## src/rtl/board_state_ctl.sv

```systemverilog
// Single-player game-board controller: per-cell status store, place/shot command FSM,
// ship counters and a registered renderer read port. BOARD_SHOT_STATS_EN adds shot/hit counters.
module board_state_ctl #(
    parameter int unsigned GRID_W       = 10,
    parameter int unsigned GRID_H       = 10,
    parameter int unsigned SHIPS_NUMBER = 10,
    parameter int unsigned XW           = (GRID_W > 1) ? $clog2(GRID_W) : 1,
    parameter int unsigned YW           = (GRID_H > 1) ? $clog2(GRID_H) : 1,
    parameter int unsigned CW           = $clog2(SHIPS_NUMBER + 1)
) (
    input  logic          clk_i,
    input  logic          rst_i,
    input  logic          clear_i,
    input  logic          cmd_valid_i,
    output logic          cmd_ready_o,
    input  logic          cmd_op_i,
    input  logic [XW-1:0] cmd_x_i,
    input  logic [YW-1:0] cmd_y_i,
    output logic          rsp_valid_o,
    output logic          rsp_ok_o,
    output logic [1:0]    rsp_status_o,
    input  logic [XW-1:0] rd_x_i,
    input  logic [YW-1:0] rd_y_i,
    output logic [1:0]    rd_status_o,
    output logic [CW-1:0] ships_placed_o,
    output logic [CW-1:0] ships_left_o,
    output logic          deploy_done_o,
    output logic          all_sunk_o
`ifdef BOARD_SHOT_STATS_EN
    ,
    output logic [$clog2(GRID_W*GRID_H+1)-1:0] shot_cnt_o,
    output logic [$clog2(GRID_W*GRID_H+1)-1:0] hit_cnt_o
`endif
);

    localparam int unsigned N  = GRID_W * GRID_H;
    localparam int unsigned AW = (N > 1) ? $clog2(N) : 1;
    localparam logic [CW-1:0] ShipsMax = CW'(SHIPS_NUMBER);

    localparam logic [1:0] CellEmpty = 2'b00;
    localparam logic [1:0] CellShip  = 2'b01;

    typedef enum logic [1:0] {StClear, StIdle, StRead, StExec} state_e;

    logic [1:0]    mem_q [N];
    state_e        state_q;
    logic [AW-1:0] clr_addr_q;
    logic          op_q;
    logic [XW-1:0] x_q;
    logic [YW-1:0] y_q;
    logic          cmd_ready_q;
    logic          rsp_valid_q;
    logic          rsp_ok_q;
    logic [1:0]    rsp_status_q;
    logic [1:0]    rd_status_q;
    logic [CW-1:0] ships_placed_q;
    logic [CW-1:0] ships_left_q;

    logic          cmd_in_range;
    logic [AW-1:0] cmd_addr;
    logic [1:0]    cur_cell;
    logic          rd_in_range;
    logic [AW-1:0] rd_addr;
    logic          deploy_done;
    logic          apply;
    logic [1:0]    new_cell;
    logic [1:0]    rsp_status_d;

`ifdef BOARD_SHOT_STATS_EN
    localparam int unsigned SW = $clog2(N + 1);
    localparam logic [SW-1:0] StatMax = SW'(N);
    logic [SW-1:0] shot_cnt_q;
    logic [SW-1:0] hit_cnt_q;
`endif

    function automatic logic [AW-1:0] cell_addr(input logic [XW-1:0] x, input logic [YW-1:0] y);
        return AW'(32'(y) * GRID_W + 32'(x));
    endfunction

    always_comb begin
        cmd_in_range = (32'(x_q) < GRID_W) && (32'(y_q) < GRID_H);
        cmd_addr     = cell_addr(x_q, y_q);
        cur_cell     = cmd_in_range ? mem_q[cmd_addr] : CellEmpty;
        rd_in_range  = (32'(rd_x_i) < GRID_W) && (32'(rd_y_i) < GRID_H);
        rd_addr      = cell_addr(rd_x_i, rd_y_i);
        deploy_done  = (ships_placed_q == ShipsMax);
        apply        = 1'b0;
        new_cell     = CellShip;
        if (!op_q) begin
            apply    = cmd_in_range && !deploy_done && (cur_cell == CellEmpty);
            new_cell = CellShip;
        end else begin
            // EMPTY -> MISS, MYSHIP -> HIT; MISS/HIT are already resolved.
            apply    = cmd_in_range && deploy_done && !cur_cell[1];
            new_cell = {1'b1, cur_cell[0]};
        end
        rsp_status_d = apply ? new_cell : cur_cell;
    end

    // Decision and cell write commit on the READ->EXEC edge so the response is visible in EXEC.
    always_ff @(posedge clk_i) begin
        if (rst_i) begin
            state_q        <= StClear;
            clr_addr_q     <= '0;
            op_q           <= 1'b0;
            x_q            <= '0;
            y_q            <= '0;
            cmd_ready_q    <= 1'b0;
            rsp_valid_q    <= 1'b0;
            rsp_ok_q       <= 1'b0;
            rsp_status_q   <= CellEmpty;
            rd_status_q    <= CellEmpty;
            ships_placed_q <= '0;
            ships_left_q   <= '0;
`ifdef BOARD_SHOT_STATS_EN
            shot_cnt_q     <= '0;
            hit_cnt_q      <= '0;
`endif
        end else begin
            rd_status_q <= rd_in_range ? mem_q[rd_addr] : CellEmpty;
            rsp_valid_q <= 1'b0;
            if (clear_i) begin
                state_q        <= StClear;
                clr_addr_q     <= '0;
                cmd_ready_q    <= 1'b0;
                ships_placed_q <= '0;
                ships_left_q   <= '0;
`ifdef BOARD_SHOT_STATS_EN
                shot_cnt_q     <= '0;
                hit_cnt_q      <= '0;
`endif
            end else begin
                unique case (state_q)
                    StClear: begin
                        mem_q[clr_addr_q] <= CellEmpty;
                        if (clr_addr_q == AW'(N - 1)) begin
                            state_q     <= StIdle;
                            cmd_ready_q <= 1'b1;
                        end else begin
                            clr_addr_q <= clr_addr_q + AW'(1);
                        end
                    end
                    StIdle: begin
                        if (cmd_valid_i && cmd_ready_q) begin
                            op_q        <= cmd_op_i;
                            x_q         <= cmd_x_i;
                            y_q         <= cmd_y_i;
                            cmd_ready_q <= 1'b0;
                            state_q     <= StRead;
                        end
                    end
                    StRead: begin
                        rsp_valid_q  <= 1'b1;
                        rsp_ok_q     <= apply;
                        rsp_status_q <= rsp_status_d;
                        if (apply) begin
                            mem_q[cmd_addr] <= new_cell;
                            if (!op_q) begin
                                ships_placed_q <= ships_placed_q + CW'(1);
                                if (ships_left_q != ShipsMax) begin
                                    ships_left_q <= ships_left_q + CW'(1);
                                end
                            end else if (cur_cell == CellShip && ships_left_q != '0) begin
                                ships_left_q <= ships_left_q - CW'(1);
                            end
`ifdef BOARD_SHOT_STATS_EN
                            if (op_q) begin
                                if (shot_cnt_q != StatMax) begin
                                    shot_cnt_q <= shot_cnt_q + SW'(1);
                                end
                                if (cur_cell == CellShip && hit_cnt_q != StatMax) begin
                                    hit_cnt_q <= hit_cnt_q + SW'(1);
                                end
                            end
`endif
                        end
                        state_q <= StExec;
                    end
                    StExec: begin
                        cmd_ready_q <= 1'b1;
                        state_q     <= StIdle;
                    end
                    default: begin
                        state_q <= StClear;
                    end
                endcase
            end
        end
    end

    assign cmd_ready_o    = cmd_ready_q;
    assign rsp_valid_o    = rsp_valid_q;
    assign rsp_ok_o       = rsp_ok_q;
    assign rsp_status_o   = rsp_status_q;
    assign rd_status_o    = rd_status_q;
    assign ships_placed_o = ships_placed_q;
    assign ships_left_o   = ships_left_q;
    assign deploy_done_o  = deploy_done;
    assign all_sunk_o     = deploy_done && (ships_left_q == '0);
`ifdef BOARD_SHOT_STATS_EN
    assign shot_cnt_o     = shot_cnt_q;
    assign hit_cnt_o      = hit_cnt_q;
`endif

endmodule

```

## config.mk

```make
export PLATFORM = sky130hd
export DESIGN_NAME = board_state_ctl
export DESIGN_NICKNAME = d
export VERILOG_FILES = /design/src/rtl/board_state_ctl.sv
export SDC_FILE = /design/constraint.sdc
export NUM_CORES = 1
export LEC_CHECK = 0
export CAP_MARGIN = 20
export CORE_UTILIZATION = 43
export CTS_CLUSTER_SIZE = 14
export DETAILED_ROUTE_END_ITERATION = 8
export SLEW_MARGIN = 25
export SYNTH_ARGS = -nofsm -noshare
export SYNTH_HDL_FRONTEND = slang
export SYNTH_SLANG_ARGS = --single-unit
```

## constraint.sdc

```tcl
create_clock -name clk_i -period 6.18 [get_ports clk_i]
set_input_delay 1.236 -clock clk_i [delete_from_list [all_inputs] [get_ports clk_i]]
set_output_delay 1.236 -clock clk_i [all_outputs]
set_load 0.01 [all_outputs]
```

==> impl_metrics.json, run 1 <==
{
  "status": "completed",
  "worst_clock_skew_ns": 0.0193,
  "grt_pass1_vias": 9483,
  "die_area_um2": 31400,
  "synth-main-ff-cell": "edfxtp_1",
  "layout_commonest_cell": "edfxtp_1",
  "synth_seq_cells": 233,
  "overflow": 0,
  "postCtsSetupRepairBufs": 0,
  "grt_max_degree": 65,
  "finalWorstSetupSlack_ns": 1.06,
  "r2r_cells": 13,
  "dp.cells": 1415,
  "path_common_cell": "ha_1",
  "dp_worst_setup_slack_ns": 1.23,
  "path_class": "register to register",
  "synthArstFlopShare_pct": 0,
  "min_period_over_period_pct": 82.9,
  "die_height_um": 177,
  "postSynthCellCount": 1029,
  "grt_pass1_wl_um": 60000,
  "hold_start": "x_q[1]$_SDFFE_PP0P_",
  "min_to": "x_q[1]$_SDFFE_PP0P_",
  "setup_viol": 0,
  "drv_slew": 0,
  "rrSetupSlack_ns": 1.06,
  "ctsResizeCount": 0,
  "cts.path.max_buffers": 3,
  "end_kind": "register",
  "start_util_pct": 44.1,
  "place_congestion": 0.939,
  "num_antenna_cells": 0,
  "cts.clk_slew.worst_paths_ns": 0.06,
  "yosysSeqAreaShare_pct": 50.4,
  "via_per_inst": 6.61,
  "syn_area_um2": 13200,
  "whs_ns": 0.479,
  "dr.pass1.iters": 6,
  "synth.avg_cell_area_um2": 12.8,
  "fin_nets": 1102,
  "synth.distinct_cells": 67,
  "vias": 9677,
  "detailedPlacementHpwl_um": 27900,
  "p_sw_share_pct": 21.1,
  "root_buffer": "clkbuf_16",
  "ys_warn_count": 0,
  "hold_class": "register to register",
  "slew_headroom_pct": 24.4,
  "slowest_stage": "a21oi_2",
  "pwr_density_cell_nw_per_um2": 243,
  "syn_to_final_growth_pct": 13.5,
  "most-common-layout-cells": "200 x edfxtp_1, 123 x nand2_1, 104 x mux4_2",
  "rsz0062_at_grt": "no",
  "grtUsageTotal_pct": 25.9,
  "numPortBuffers": 37,
  "insertion_delay_ns": 0.54,
  "critPathMaxFanout": 64,
  "ir_drop_mv": 0.178,
  "p_switching_mw": 0.768,
  "syn_nets": 1078,
  "hold_viol": 0,
  "antenna_found_initial": 0,
  "timing.fmax_mhz": 195,
  "die_w_um": 177,
  "path_cells": "ha_1 > ha_1 > inv_1 > fa_1 > a21boi_0 > a22o_1 > nand2_1 > nand4b_1 > o311a_1 > a2111o_1 > a21oi_2 > and3_2 > buf_4",
  "finalSetupTns_ns": 0,
  "utilization_pct": 50.1,
  "cts.sinks": 233,
  "min_period_ns": 5.12,
  "cts_tree": "yes",
  "drt_iter0_markers": 1372,
  "maxCapViolCount": 0,
  "hold_depth": 2,
  "slowest_delay_ns": 0.62,
  "num_io_pins": 38,
  "wire_per_inst_um": 27.5,
  "timing.rr.end": "mem_q[28][1]$_DFFE_PP_",
  "antenna_left": 0,
  "cts_hold_buf": 0,
  "cts_made_buffers": 26,
  "p_comb_share_pct": 6.0,
  "h-tree-depth": 1,
  "wirelength_um": 40200,
  "rows": 63,
  "crit_arrival_ns": 5.35,
  "drive_gt1_share_pct": 19.6,
  "p_int_mw": 2.87,
  "p_clk_share_pct": 47.6,
  "seqPwrFrac_pct": 46.4,
  "required_ns": 6.41,
  "worst_slew_pin_slew_ns": 1.13,
  "coreArea_um2": 30000,
  "leakage_nw": 4.49,
  "stdcell_count": 1463,
  "worstSetupStartpointType": "register",
  "drcViolationCount": 0,
  "synth-edff-count": 200,
  "r2r-start": "y_q[1]$_SDFFE_PP0P_",
  "crit_start": "y_q[1]$_SDFFE_PP0P_"
}
-- per-layer routing --
| metal | share of wire [%] | track usage, % | up-vias |
|---|---|---|---|
| li1 | - | - | 4179 |
| met5 | 0 | 0 | - |
| met2 | 46 | 41.0 | 550 |
| met4 | 3.1 | 7.76 | 0 |
| met1 | 41 | 35.9 | 4848 |
| met3 | 9.8 | 5.38 | 100 |
-- power by group through the flow --
stage	clock network (mW)	logic, mW	registers (mW)
2_1_floorplan	0	0.140	1.72
3_3_place_gp	0	0.219	1.72
3_5_place_dp	0	0.220	1.72
4_1_cts	1.75	0.220	1.69
5_1_grt	1.80	0.232	1.69
6_report	1.73	0.220	1.69
-- registers in the layout, summed over array words and instances, names as in the netlist --
register        cells
rsp_status_o        2
x_q                 4
rd_status_o         2
ships_left_o        4
rsp_valid_o         1
cmd_ready_o         1
rsp_ok_o            1
clr_addr_q          7
ships_placed_o      4
op_q                1
state_q             2
mem_q             200
y_q                 4
-- logic make-up (layout without fill, tap and decap cells) --
family                     Yosys count  count (layout)  synth area share, %
and+or+nand+nor                    328             328                 11.7
DFF                                233             233                 50.4
AOI/OAI and AO/OA                  194             194                 10.5
muxes                              128             128                 19.6
buffers and inverters               99             143                 3.49
adders and majority gates           28              28                 2.94
xor gates and xnor gates            19              19                 1.32
-- worst max-delay path, delay by kind of cell (launching register included) --
kind | cells | cell delay [ns]
AOI/OAI and AO/OA | 5 | 2.07
adders and majority gates | 3 | 0.97
and+or+nand+nor | 3 | 0.73
buffers and inverters | 2 | 0.57
DFF | 1 | 0.37
-- cell type report --
type                    instances  area [um2]
clock buffers                  30         687
repair buffers                 80         719
fillers                      2601       15000
multi-input cells             697        6110
well taps                     390         488
flip-flops and latches        233        6670
clock inverters                18         267
inverters                      15        56.3
-- worst max-delay path by stage --
stage	to	slack, ns	cells after the start
6_report	mem_q[28][1]$_DFFE_PP_	1.06	13
5_1_grt	mem_q[17][1]$_DFFE_PP_	0.83	13
4_1_cts	mem_q[37][1]$_DFFE_PP_	1.20	12
3_5_place_dp	mem_q[32][1]$_DFFE_PP_	1.23	12
3_3_place_gp	mem_q[11][0]$_DFFE_PP_	1.30	12
2_1_floorplan	mem_q[0][1]$_DFFE_PP_	0.95	13
-- synthesized netlist by cell type, drive strengths merged (5+ instances only) --
library cell | instances | area, um2
o211ai | 5 | 42.5
mux4 | 104 | 2340
nor2 | 59 | 221
a2111oi | 9 | 78.8
mux2i | 22 | 220
nand3 | 48 | 240
o32ai | 33 | 304
dfxtp | 33 | 661
a21oi | 26 | 134
nand2 | 123 | 462
and3 | 9 | 56.3
nand2b | 7 | 43.8
clkbuf | 47 | 176
a21o | 5 | 37.5
ha | 23 | 288
a211oi | 8 | 60.1
o22ai | 69 | 432
or3 | 15 | 93.8
inv | 14 | 52.6
xnor2 | 10 | 87.6
nor3 | 11 | 55.1
nor2b | 18 | 113
o21ai | 11 | 55.1
xor2 | 9 | 86.3
buf | 37 | 229
edfxtp | 200 | 6010
fa | 5 | 100
nand4 | 14 | 87.6
-- metrics by stage --
stage          power [mW]  area [um2]
6_report             3.64       15000
3_5_place_dp         1.94       14000
4_1_cts              3.66       15000
5_1_grt              3.72       15000
2_1_floorplan        1.86       13200
3_3_place_gp         1.94       14000
No activity file was read; power rests on OpenSTA's default activity.
==> run 2, diff against run 1 <==
==> constraint.sdc (replaced) <==
create_clock -name clk_i -period 4.4 [get_ports clk_i]
set_input_delay 0.88 -clock clk_i [delete_from_list [all_inputs] [get_ports clk_i]]
set_output_delay 0.88 -clock clk_i [all_outputs]
set_load 0.01 [all_outputs]
==> impl_metrics.json, run 2 (synthesized netlist as in run 1, its figures left out) <==
{
  "root_buffer": "clkbuf_16",
  "regMostFlops": "mem_q",
  "slew_headroom_pct": 37.8,
  "drive_gt1_share_pct": 30.3,
  "timing.rr.end": "mem_q[1][0]$_DFFE_PP_",
  "drt_iter0_markers": 1063,
  "timing.fmax_mhz": 231,
  "drv_slew": 0,
  "leakage_nw": 5.00,
  "worst_slew_pin_slew_ns": 0.926,
  "critPathMaxFanout": 6,
  "reg.largest.list": "mem_q x200, clr_addr_q x7",
  "p_clk_share_pct": 44.3,
  "crit_arrival_ns": 4.52,
  "die_height_um": 177,
  "h-tree-depth": 1,
  "detailedPlacementHpwl_um": 29100,
  "cts_made_buffers": 26,
  "p_switching_mw": 1.05,
  "setup_viol": 0,
  "num_io_pins": 38,
  "grt_pass1_vias": 9642,
  "place_congestion": 0.945,
  "fin_nets": 1196,
  "r2r_cells": 14,
  "worstSetupStartpointType": "register",
  "die_w_um": 177,
  "drcViolationCount": 0,
  "design_area_um2": 16100,
  "wire_per_inst_um": 26.3,
  "rows": 63,
  "cts.path.max_buffers": 3,
  "layout_commonest_cell": "edfxtp_1",
  "min_period_over_period_pct": 98.2,
  "largest_reg_flops": 200,
  "place_area_um2": 14800,
  "overflow": 0,
  "crit_start": "y_q[0]$_SDFFE_PP0P_",
  "worst_clock_skew_ns": 0.00902,
  "syn_to_final_growth_pct": 22.2,
  "status": "completed",
  "min_period_ns": 4.32,
  "required_ns": 4.60,
  "r2r-start": "y_q[0]$_SDFFE_PP0P_",
  "die_area_um2": 31400,
  "seqPwrFrac_pct": 49.4,
  "grtUsageTotal_pct": 25.9,
  "crit_end": "mem_q[1][0]$_DFFE_PP_",
  "finalSetupTns_ns": 0,
  "ir_drop_mv": 0.253,
  "maxCapViolCount": 0,
  "cts_tree": "yes",
  "end_kind": "register",
  "dp_worst_setup_slack_ns": -0.121,
  "start_util_pct": 44.1,
  "wirelength_um": 41000,
  "grt_pass1_wl_um": 59700,
  "p_comb_share_pct": 6.4,
  "p_sw_share_pct": 21.9,
  "hold_viol": 0,
  "num_antenna_cells": 0,
  "coreArea_um2": 30000,
  "pwr_density_cell_nw_per_um2": 297,
  "rrSetupSlack_ns": 0.08,
  "via_per_inst": 6.46,
  "path_class": "register to register",
  "finalWorstSetupSlack_ns": 0.0773,
  "most-common-layout-cells": "200 x edfxtp_1, 123 x nand2_1, 117 x buf_4",
  "insertion_delay_ns": 0.54,
  "antenna_left": 0,
  "dr.pass1.iters": 5,
  "vias": 10100,
  "cts.sinks": 233,
  "grt_max_degree": 57,
  "p_int_mw": 3.75,
  "cts.clk_slew.worst_paths_ns": 0.06,
  "numPortBuffers": 37,
  "antenna_found_initial": 1,
  "hold_class": "register to register",
  "total_power_mw": 4.80
}
==> run 2: cell types whose count changed in the layout (fill, tap and decap cells not counted), moves of 6 or more <==
cell       before  now
buf_4          41  117
a2111oi_0       9    2
buf_12          2   14
o22ai_2         0    6
o32ai_2         2   29
o32ai_1        31    4
o22ai_1        69   63
==> run 2: power by group through the flow <==
stage          Clock, mW  Combinational (mW)  Sequential [mW]
2_1_floorplan          0               0.192             2.42
3_3_place_gp           0               0.302             2.42
3_5_place_dp           0               0.304             2.42
4_1_cts             2.15               0.306             2.37
5_1_grt             2.22               0.324             2.37
6_report            2.13               0.306             2.37
==> run 2: worst max-delay path, cell delays in order, from the launching register on <==
cell       delay, ns
dfxtp_4         0.36
ha_4            0.26
ha_1            0.30
and3_1          0.22
or3_4           0.41
and4_1          0.21
or4_4           0.54
and3_1          0.20
a311o_1         0.37
o211ai_2        0.09
o211ai_1        0.11
buf_4           0.17
clkbuf_16       0.18
buf_4           0.16
o32ai_1         0.39
==> run 2: worst min-delay path by stage <==
stage                                  from                      endpoint  slack (ns)  depth (start not counted)
6_report       rsp_status_o[1]$_SDFFE_PP0P_  rsp_status_o[1]$_SDFFE_PP0P_        0.49                          2
4_1_cts        rsp_status_o[1]$_SDFFE_PP0P_  rsp_status_o[1]$_SDFFE_PP0P_        0.49                          2
3_3_place_gp   rsp_status_o[1]$_SDFFE_PP0P_  rsp_status_o[1]$_SDFFE_PP0P_        0.48                          2
5_1_grt        rsp_status_o[1]$_SDFFE_PP0P_  rsp_status_o[1]$_SDFFE_PP0P_        0.50                          2
2_1_floorplan           x_q[1]$_SDFFE_PP0P_           x_q[1]$_SDFFE_PP0P_        0.45                          2
3_5_place_dp            y_q[0]$_SDFFE_PP0P_           y_q[0]$_SDFFE_PP0P_        0.48                          2
==> run 2: timing repair <==
action | CTS | global route
pin swaps | 0 | 2
cloned | 0 | 1
hold buffers | 0 | 0
gates resized for setup | 14 | 60
endpoints found under the setup margin | 123 | 254
buffers inserted | 0 | 10
==> run 2: metrics by stage <==
step | utilization (%) | instances | hold slack [ns]
floorplan | - | 1029 | 0.450
global placement | 49.4 | 1498 | 0.478
detailed placement | 49.4 | 1498 | 0.483
CTS | 52.4 | 1545 | 0.491
global route | 53.9 | 1556 | 0.497
finish | 53.9 | 1556 | 0.486
==> run 2: metal layers <==
metal | share of wire, % | vias to the layer above | global-route usage [%]
met1 | 40 | 5041 | 35.0
met3 | 9.3 | 115 | 5.14
met5 | 0 | - | 0
met4 | 4.3 | 0 | 10.6
met2 | 46 | 519 | 40.8
li1 | - | 4377 | -
==> run 2: layout make-up <==
cell class / instances / area, um2
Tap cell: 390 / 488
Clock inverter: 13 / 123
Clock buffer: 34 / 702
Inverter: 15 / 56.3
Timing Repair Buffer: 174 / 1610
Sequential cell: 233 / 6670
Multi-Input combinational cell: 697 / 6490
Fill cell: 2501 / 13800
==> run 3, diff against run 2 <==
--- a/config.mk
+++ b/config.mk
@@ -9,7 +9,7 @@
 export CORE_UTILIZATION = 43
 export CTS_CLUSTER_SIZE = 14
 export DETAILED_ROUTE_END_ITERATION = 8
-export SLEW_MARGIN = 25
+export SLEW_MARGIN = 20
 export SYNTH_ARGS = -nofsm -noshare
 export SYNTH_HDL_FRONTEND = slang
 export SYNTH_SLANG_ARGS = --single-unit
==> results of run 3 <==
Final layout, timing and power as in run 2 (identical DEF).
